## src/rtl/regfile_loader.sv

```systemverilog
// Streams words into consecutive register-file entries via the write port.
// Define REGFILE_LOADER_VERIFY_EN to add an XOR read-back check on port 1.
module regfile_loader #(
  parameter int DATA_W   = 32,
  parameter int ADDR_W   = 3,
  parameter int NUM_REGS = 8
) (
  input  logic              clk,
  input  logic              reset,
  input  logic              start,
  input  logic [ADDR_W-1:0] base_reg,
  input  logic [ADDR_W:0]   count,
  input  logic              in_valid,
  output logic              in_ready,
  input  logic [DATA_W-1:0] in_data,
  output logic [ADDR_W-1:0] write_reg,
  output logic [DATA_W-1:0] write_data,
  output logic              RegWrite,
  output logic [ADDR_W-1:0] read_reg_1,
  input  logic [DATA_W-1:0] read_data_1,
  output logic              busy,
  output logic              done,
  output logic              error,
  output logic [ADDR_W:0]   words_written
);

  localparam logic [ADDR_W:0] MAX_CNT = (ADDR_W+1)'(NUM_REGS);

  typedef enum logic [1:0] {
    S_IDLE,
    S_LOAD,
`ifdef REGFILE_LOADER_VERIFY_EN
    S_VERIFY,
`endif
    S_FINISH
  } state_t;

  state_t              state_q, state_d;
  logic [ADDR_W-1:0]   base_q, base_d;
  logic [ADDR_W:0]     cnt_q, cnt_d;
  logic [ADDR_W:0]     wcnt_q, wcnt_d;
  logic [DATA_W-1:0]   wxor_q, wxor_d;
  logic                we_q, we_d;
  logic [ADDR_W-1:0]   waddr_q, waddr_d;
  logic [DATA_W-1:0]   wdata_q, wdata_d;
  logic                err_q, err_d;
  logic                accept;

`ifdef REGFILE_LOADER_VERIFY_EN
  logic [ADDR_W-1:0]   raddr_q, raddr_d;
  logic [ADDR_W:0]     ridx_q, ridx_d;
  logic [DATA_W-1:0]   rxor_q, rxor_d;
`endif

  always_ff @(posedge clk or posedge reset) begin
    if (reset) begin
      state_q <= S_IDLE;
    end else begin
      state_q <= state_d;
    end
  end

  always_ff @(posedge clk or posedge reset) begin
    if (reset) begin
      base_q  <= '0;
      cnt_q   <= '0;
      wcnt_q  <= '0;
      wxor_q  <= '0;
      we_q    <= 1'b0;
      waddr_q <= '0;
      wdata_q <= '0;
      err_q   <= 1'b0;
`ifdef REGFILE_LOADER_VERIFY_EN
      raddr_q <= '0;
      ridx_q  <= '0;
      rxor_q  <= '0;
`endif
    end else begin
      base_q  <= base_d;
      cnt_q   <= cnt_d;
      wcnt_q  <= wcnt_d;
      wxor_q  <= wxor_d;
      we_q    <= we_d;
      waddr_q <= waddr_d;
      wdata_q <= wdata_d;
      err_q   <= err_d;
`ifdef REGFILE_LOADER_VERIFY_EN
      raddr_q <= raddr_d;
      ridx_q  <= ridx_d;
      rxor_q  <= rxor_d;
`endif
    end
  end

  always_comb begin
    state_d  = state_q;
    base_d   = base_q;
    cnt_d    = cnt_q;
    wcnt_d   = wcnt_q;
    wxor_d   = wxor_q;
    we_d     = 1'b0;
    waddr_d  = waddr_q;
    wdata_d  = wdata_q;
    err_d    = err_q;
`ifdef REGFILE_LOADER_VERIFY_EN
    raddr_d  = raddr_q;
    ridx_d   = ridx_q;
    rxor_d   = rxor_q;
`endif
    in_ready = (state_q == S_LOAD) && (wcnt_q < cnt_q);
    accept   = in_valid && in_ready;
    busy     = (state_q != S_IDLE) && (state_q != S_FINISH);
    done     = (state_q == S_FINISH);

    unique case (state_q)
      S_IDLE: begin
        if (start) begin
          unique case (1'b1)
            (count == '0): begin
              err_d   = 1'b0;
              wcnt_d  = '0;
              state_d = S_FINISH;
            end
            (count > MAX_CNT): begin
              err_d   = 1'b1;
              state_d = S_FINISH;
            end
            default: begin
              base_d  = base_reg;
              cnt_d   = count;
              err_d   = 1'b0;
              wcnt_d  = '0;
              wxor_d  = '0;
              state_d = S_LOAD;
            end
          endcase
        end
      end
      S_LOAD: begin
        if (accept) begin
          we_d    = 1'b1;
          waddr_d = base_q + wcnt_q[ADDR_W-1:0];
          wdata_d = in_data;
          wcnt_d  = wcnt_q + 1'b1;
          wxor_d  = wxor_q ^ in_data;
        end else if (wcnt_q == cnt_q) begin
          // Final write is on the port this cycle; leave next cycle.
`ifdef REGFILE_LOADER_VERIFY_EN
          raddr_d = base_q;
          ridx_d  = '0;
          rxor_d  = '0;
          state_d = S_VERIFY;
`else
          state_d = S_FINISH;
`endif
        end
      end
`ifdef REGFILE_LOADER_VERIFY_EN
      S_VERIFY: begin
        rxor_d  = rxor_q ^ read_data_1;
        raddr_d = raddr_q + 1'b1;
        ridx_d  = ridx_q + 1'b1;
        if (ridx_q == cnt_q - 1'b1) begin
          if ((rxor_q ^ read_data_1) != wxor_q) begin
            err_d = 1'b1;
          end
          state_d = S_FINISH;
        end
      end
`endif
      S_FINISH: begin
        state_d = S_IDLE;
      end
      default: begin
        state_d = S_IDLE;
      end
    endcase
  end

  assign write_reg     = waddr_q;
  assign write_data    = wdata_q;
  assign RegWrite      = we_q;
  assign error         = err_q;
  assign words_written = wcnt_q;

`ifdef REGFILE_LOADER_VERIFY_EN
  assign read_reg_1 = raddr_q;
`else
  logic unused_rd;
  assign unused_rd  = ^read_data_1;
  assign read_reg_1 = '0;
`endif

endmodule

```

## config.mk

```make
export PLATFORM = sky130hd
export DESIGN_NAME = regfile_loader
export DESIGN_NICKNAME = d
export VERILOG_FILES = /design/src/rtl/regfile_loader.sv
export SDC_FILE = /design/constraint.sdc
export NUM_CORES = 1
export LEC_CHECK = 0
export ABC_AREA = 1
export BUFFER_PORTS_ARGS = -buffer_cell sky130_fd_sc_hd__buf_2
export CAP_MARGIN = 20
export CORE_AREA = 2 2 72 74
export CTS_CLUSTER_SIZE = 14
export DETAILED_ROUTE_END_ITERATION = 16
export DIE_AREA = 0 0 74 76
export GPL_TIMING_DRIVEN = 0
export HOLD_SLACK_MARGIN = 0.12
export PLACE_DENSITY = 0.84
export SETUP_SLACK_MARGIN = 0.2
export SYNTH_ARGS = -nofsm -noshare
export SYNTH_HDL_FRONTEND = slang
export SYNTH_SLANG_ARGS = --single-unit
```

## constraint.sdc

```tcl
create_clock -name clk -period 3.2 [get_ports clk]
set_clock_uncertainty 0.05 [all_clocks]
set_input_delay 0.32 -clock clk [delete_from_list [all_inputs] [get_ports clk]]
set_output_delay 0.32 -clock clk [all_outputs]
set_load 0.005 [all_outputs]
```

==> reports/qor.yml, run 1 <==
status: "finished clean"
netlist_area_um2: 2270
num_vias: 1929
required_ps: 2830
numCtsBuffers: 5
rsz0062_at_grt: "false"
clkLatencyLatePin_ps: 290
diodes: 0
maxCapViolations: 0
startpoint_type: "register"
wl_per_cell_um: 10.7
numClockSinks: 50
n_fill_cell: 445
stdcell_count: 435
seq_area_frac_synth_pct: 55.0
largest_register_ffs: 32
switching_share_pct: 37.0
end_kind: "output port"
synth_common_cells: "nand2_1, dfrtp_1, inv_1"
synth_fa_ha_area_share_pct: 4.18
placed_area_um2: 2820
crit_path_end: "in_ready"
synth.distinct_cells: 25
clkTransAtPathRegs_ps: 80
cts_tree: "done"
grt_usage_pct: 17.3
start_util_pct: 46.3
p_comb_share_pct: 42.4
p_leak_nw: 1.75
synthTopCellsByArea: "dfrtp_1, nand2_1, ha_1"
ios: 122
htreeDepth: 2
grt_pass1_wl_mm: 7.66
synth_simple_gate_area_share_pct: 31.2
rr_endpoint: "write_data[12]"
synth_compound_area_share_pct: 1.21
hp-class: "input pin to register"
yosysTopAreaCell: "dfrtp_1"
grt_max_degree: 45
fin_util_pct: 59.9
place_ws_ps: 1440
dp_cells: 427
synthArstFlopShare_pct: 100
synth_top_family_by_area: "simple AND/OR/NAND/NOR gates"
timing_hold_violations_final: 0
max_freq_mhz: 476
drc: 0
muxShareOfSynthArea_pct: 0
ys_warn_count: 0
port_buffers: 86
postLayoutSetupSlackWorst_ps: 1100
synthCells: 268
avgSynthCellArea_um2: 8.49
slew_violations: 0
design_area_um2: 2940
wirelength_mm: 4.68
drive_gt1_share_pct: 32.3
hpwl_mm: 3.52
r2r_slack_ps: 1460
dr.pass1.iters: 4
drt_first_iter_violations: 43
synth_top_cell_area_share_pct: 55.0
cts_resized: 0
dieArea_um2: 5620
cts_root_buffer: "clkbuf_8"
finalSetupViolCount: 0
antenna_found_initial: 0
vdd_drop_max_mv: 0.378
gr-total-overflow: 0
power.share.sequential_pct: 41.1
rows: 26
cp-startpoint: "words_written[2]"
post-route-period-util_pct: 65.6
clockBufferDepth: 2
p_clk_share_pct: 16.5
fp.dieW_um: 74
switching_power_mw: 0.981
p_per_area_nw_per_um2: 901
area_delta_synth_final_pct: 29.4
r2r_cells: 9
synth_edf_count: 0
die_y_um: 76
grt_pass1_vias: 1805
p_int_mw: 1.67
fin_setup_tns_ps: 0
antenna_left: 0
critPathArrivalTime_ps: 1730
synth_flop_cell: "dfrtp_1"
vias_per_cell: 4.43
core_area_um2: 4910
period_needed_ps: 2100
cp_max_fo: 8
gp_congestion: 0.803
ys_ff_latch: 50
nets: 447
critPathKind: "register to output port"
synth.most_common_cell: "nand2_1"
reg2reg_from: "words_written[2]"
synth_xor_area_share_pct: 0.770
## worst min-delay path by stage
stage                   startpoint              to  slack, ps  cells past startpoint
floorplan               in_data[0]   write_data[0]        370                      2
global placement    write_data[30]  write_data[30]        410                      2
detailed placement           reset        RegWrite        180                      2
CTS                    base_reg[0]       base_q[0]        160                      3
global route            in_data[5]   write_data[5]        160                      3
finish                 base_reg[0]       base_q[0]        170                      3
## power groups by stage
stage               Sequential, mW  Clock [mW]  Combinational [mW]
CTS                           1.09       0.455                1.16
detailed placement            1.10           0                1.14
global placement              1.09           0                1.09
finish                        1.09       0.438                1.12
floorplan                     1.11           0               0.681
global route                  1.13       0.479                1.30
## cell type report
class | count | area, um^2 | share of cell area, %
Timing Repair Buffer | 88 | 460 | 15.6
Buffer | 11 | 88.8 | 3.02
Clock inverter | 1 | 30.0 | 1.02
Sequential cell | 50 | 1250 | 42.5
Tap cell | 70 | 87.6 | 2.98
Inverter | 21 | 81.3 | 2.76
Multi-Input combinational cell | 188 | 861 | 29.3
Clock buffer | 6 | 82.6 | 2.81
## critical path, stage by stage (launching register included)
cell     delay, ps
dfrtp_1        490
ha_1           340
nand2_1        100
a21oi_1         50
nor2_1         270
buf_2          180
## layout by cell type, fill, tap and decap left out, types with 2 or more instances in the layout
master,instances
nand2_1,136
clkbuf_8,6
buf_12,2
dfrtp_1,50
buf_6,2
nand2_2,9
buf_2,90
buf_4,3
ha_1,6
nand4_1,2
nor2_1,9
conb_1,3
inv_1,19
xor2_1,2
o21ai_0,3
nand3_1,10
## per-layer routing
metal	global-route usage [%]	up-vias	routed length, um
met1	18.8	871	1990
met2	31.8	58	2390
met3	3.57	6	230
met5	0	-	0
li1	-	994	-
met4	6.73	0	68
## cell families after synthesis
logic type | Yosys count
AOI/OAI and AO/OA | 5
xor gates and xnor gates | 2
adders and majority gates | 7
buffers and inverters | 32
DFF | 50
other | 1
and+or+nand+nor | 171
## what timing repair did
action,CTS,global route
endpoints found under the hold margin,6,0
hold buffers,1,0
buffers inserted,0,0
## metrics by stage
stage	power (mW)	hold slack [ps]
6_report	2.65	167
5_1_grt	2.91	165
4_1_cts	2.70	160
3_5_place_dp	2.25	180
3_3_place_gp	2.18	408
2_1_floorplan	1.79	374
No activity file was read; power rests on OpenSTA's default activity.
==> inputs of run 2 (changes only) <==
--- a/config.mk
+++ b/config.mk
@@ -5,16 +5,16 @@
 export SDC_FILE = /design/constraint.sdc
 export NUM_CORES = 1
 export LEC_CHECK = 0
-export ABC_AREA = 1
+export ABC_AREA = 0
 export BUFFER_PORTS_ARGS = -buffer_cell sky130_fd_sc_hd__buf_2
 export CAP_MARGIN = 20
-export CORE_AREA = 2 2 72 74
+export CORE_AREA = 2 2 79 81
 export CTS_CLUSTER_SIZE = 14
 export DETAILED_ROUTE_END_ITERATION = 16
-export DIE_AREA = 0 0 74 76
+export DIE_AREA = 0 0 81 83
 export GPL_TIMING_DRIVEN = 0
 export HOLD_SLACK_MARGIN = 0.12
-export PLACE_DENSITY = 0.84
+export PLACE_DENSITY = 0.74
 export SETUP_SLACK_MARGIN = 0.2
 export SYNTH_ARGS = -nofsm -noshare
 export SYNTH_HDL_FRONTEND = slang
==> constraint.sdc (replaced) <==
create_clock -name clk -period 1.9 [get_ports clk]
set_clock_uncertainty 0.05 [all_clocks]
set_input_delay 0.19 -clock clk [delete_from_list [all_inputs] [get_ports clk]]
set_output_delay 0.19 -clock clk [all_outputs]
set_load 0.005 [all_outputs]
==> run 2 against run 1 <==
Effect of this change:
- the flow now finishes with violations (setup timing)
- register-to-register slack worse by 1500 ps
- setup slack worse by 1200 ps
- via count is 11% lower
- synthesized cell count is 42% lower
- die area is 20% higher
- sequential power is 77% higher
- critical path type is now register to register
==> reports/qor.yml, run 2 <==
max_freq_mhz: 509
power.share.sequential_pct: 31.8  # -9.3 points
crit_buf_inv: 5  # +4
end_kind: "register"
grt_pass1_wl_mm: 8.34  # +8.8%
synthCells: 155  # -42%
period_needed_ps: 1960
dieArea_um2: 6720  # +20%
dr.pass1.iters: 4  # unchanged
fin_setup_tns_ps: -777  # -777 ps
synth_edf_count: 0  # unchanged
p_clk_share_pct: 12.0  # -4.5 points
startpoint_type: "register"
synth.most_common_cell: "dfrtp_1"
vias_per_cell: 4.49  # +1.2%
vdd_drop_max_mv: 0.837  # +120%
cts_root_buffer: "clkbuf_8"
place_ws_ps: -188  # -1630 ps
p_per_area_nw_per_um2: 1680  # +87%
synthTopCellsByArea: "dfrtp_1, mux2_2, mux2_4"
rows: 28  # +7.7%
drc: 0  # unchanged
rsz0062_at_grt: "true"
worst-path-stages: 10  # +5
n_fill_cell: 469  # +5.4%
switching_power_mw: 1.89  # +93%
htreeDepth: 2  # unchanged
final_common_cell: "buf_2"
numCtsBuffers: 5  # unchanged
yosysTopAreaCell: "dfrtp_1"
hpwl_mm: 3.27  # -7.1%
required_ps: 2020  # -810 ps
grt_pass1_vias: 1815  # +0.55%
wl_per_cell_um: 13.7  # +27%
ys_ff_latch: 50  # unchanged
die_y_um: 83  # +9.2%
switching_share_pct: 31.2  # -5.8 points
cp_top_family: "buffers and inverters"
synth_top_cell_area_share_pct: 54.8  # -0.18 points
clkLatencyLatePin_ps: 290  # about the same
grt_max_degree: 33  # -27%
fp.dieW_um: 81  # +9.5%
numClockSinks: 50  # unchanged
drive_gt1_share_pct: 56.6  # +24 points
p_int_mw: 4.18  # +150%
gp_congestion: 0.780  # -2.9%
avgSynthCellArea_um2: 14.7  # +73%
synth_common_cells: "dfrtp_1, mux2_2, mux2_4"
port_buffers: 86  # unchanged
area_delta_synth_final_pct: 58.0
violations: "setup timing"
critPathKind: "register to register"
nets: 390  # -13%
synth.distinct_cells: 35  # +40%
maxCapViolations: 0  # unchanged
timing_hold_violations_final: 0  # unchanged
core_area_um2: 5820  # +18%
synthArstFlopShare_pct: 100  # unchanged
post-route-period-util_pct: 103
wirelength_mm: 5.26  # +12%
num_vias: 1723  # -11%
start_util_pct: 39.2  # -7.1 points
critPathMostFrequentCell: "buf_12"
cts_tree: "done"
netlist_area_um2: 2280  # +0.33%
gr-total-overflow: 0  # unchanged
clkTransAtPathRegs_ps: 90  # about the same
clockBufferDepth: 2  # unchanged
antenna_found_initial: 0  # unchanged
slew_violations: 0  # unchanged
diodes: 0  # unchanged
p_leak_nw: 1.83  # +4.4%
mostFrequentLayoutCells: "buf_2, dfrtp_1, dlygate4sd3_1"
r2r_cells: 10  # +1
grt_usage_pct: 15.8  # -1.5 points
critPathArrivalTime_ps: 2090  # +360 ps
finalSetupViolCount: 20  # +20
ys_warn_count: 0  # unchanged
slowest_stage: "dfrtp_1"
cpPeakStageDelay_ps: 390  # -100 ps
drt_first_iter_violations: 48  # +12%
cp_max_fo: 5  # -3
ios: 122  # unchanged
cp_cell_sequence: "inv_2 -> ha_4 -> nor2b_4 -> o211ai_4 -> nand2_4 -> inv_4 -> buf_12 -> buf_12 -> buf_12 -> mux2_4"
largest_register_ffs: 32  # unchanged
min_delay_path_depth: 4  # +1
synth_flop_cell: "dfrtp_1"
seq_area_frac_synth_pct: 54.8  # -0.18 points
postLayoutSetupSlackWorst_ps: -63.2  # -1160 ps
hp-class: "input pin to register"
status: "finished with violations"
antenna_left: 0  # unchanged
p_comb_share_pct: 56.2  # +14 points
==> run 2: changes by cell type after synthesis, moves of 3 or more <==
cell and change:
nor2_1 -6, inv_1 -9, nor2b_1 +3, nand3_1 -9
mux2_2 +24, a22o_1 +3, mux2_4 +16, buf_2 -3
nand2_2 -9, nand2_1 -132
==> run 2: metrics by stage <==
stage / cell area, um^2 / util (%) / total power [mW] / instances / hold slack, ps
after floorplan: 2310 / - / 3.80 / 157 / 280
after global placement: 2830 / 48.7 / 4.54 / 318 / 371
after detailed placement: 2850 / 49.1 / 4.63 / 319 / 158
after CTS: 3570 / 61.5 / 6.03 / 381 / 241
after global routing: 3610 / 62.0 / 6.48 / 384 / 277
final: 3610 / 62.0 / 6.07 / 384 / 274
==> run 2: layout make-up <==
class	instances	area [um^2]	share of cell area, %
buffer	8	95.1	2.64
clock buffer	5	68.8	1.91
clock inverter	3	40.0	1.11
inverter	12	47.5	1.32
multi-input combinational	87	946	26.2
sequential	50	1250	34.8
tap	75	93.8	2.60
timing repair buffer	144	1060	29.4
==> run 2: worst reg2reg max path: cells and delay by family (launching register included) <==
family	cells	cell delay, ps
flip-flops	1	390
adder cells (fa/ha/maj)	1	200
buffers and inverters	5	470
AND/OR/NAND/NOR	2	210
multiplexers	1	300
AO/OA/AOI/OAI	1	220
==> run 2: cell families (layout without fill, tap and decap cells) <==
kind of cell,count (synthesis),after routing,synth area share (%)
xor gates and xnor gates,3,3,1.15
DFF,50,50,54.8
and+or+nand+nor,21,21,5.87
buffers and inverters,20,172,6.25
other,1,3,0.164
muxes,41,41,22.8
AOI/OAI and AO/OA,12,12,4.77
adders and majority gates,7,7,4.17
==> run 2: power groups by stage <==
stage / logic, mW / registers, mW / clock network, mW
2_1_floorplan: 1.84 / 1.96 / 0
4_1_cts: 3.35 / 1.92 / 0.754
5_1_grt: 3.68 / 2.00 / 0.800
3_5_place_dp: 2.68 / 1.95 / 0
6_report: 3.41 / 1.93 / 0.726
3_3_place_gp: 2.62 / 1.93 / 0
==> run 2: per-layer routing <==
layer  global-route usage, %  vias to the layer above  wire length (um)  share of wire (%)
met1                    17.9                      828              2120                 40
met2                    29.4                       53              2790                 53
met3                    2.39                        8               244                4.6
met4                    5.55                        0               107                2.0
met5                       0                        -                 0                  0
li1                        -                      834                 -                  -
==> run 2: worst paths after layout <==
kind | slack (ps) | to | from
min in group asynchronous | 380 | write_data[18] | reset
max | -60 | write_data[7] | cnt_q[1]
max in group asynchronous | 900 | words_written[3] | reset
min | 270 | state_q[1] | start
min reg2reg | 450 | error | error
max reg2reg | -60 | write_data[7] | cnt_q[1]
==> run 2: repair_timing <==
action	CTS	global route
cloned	2	0
setup buffers	12	3
pin swaps	4	1
hold buffers	40	0
endpoints found under the hold margin	57	0
resized for setup	10	2
endpoints found under the setup margin	41	43
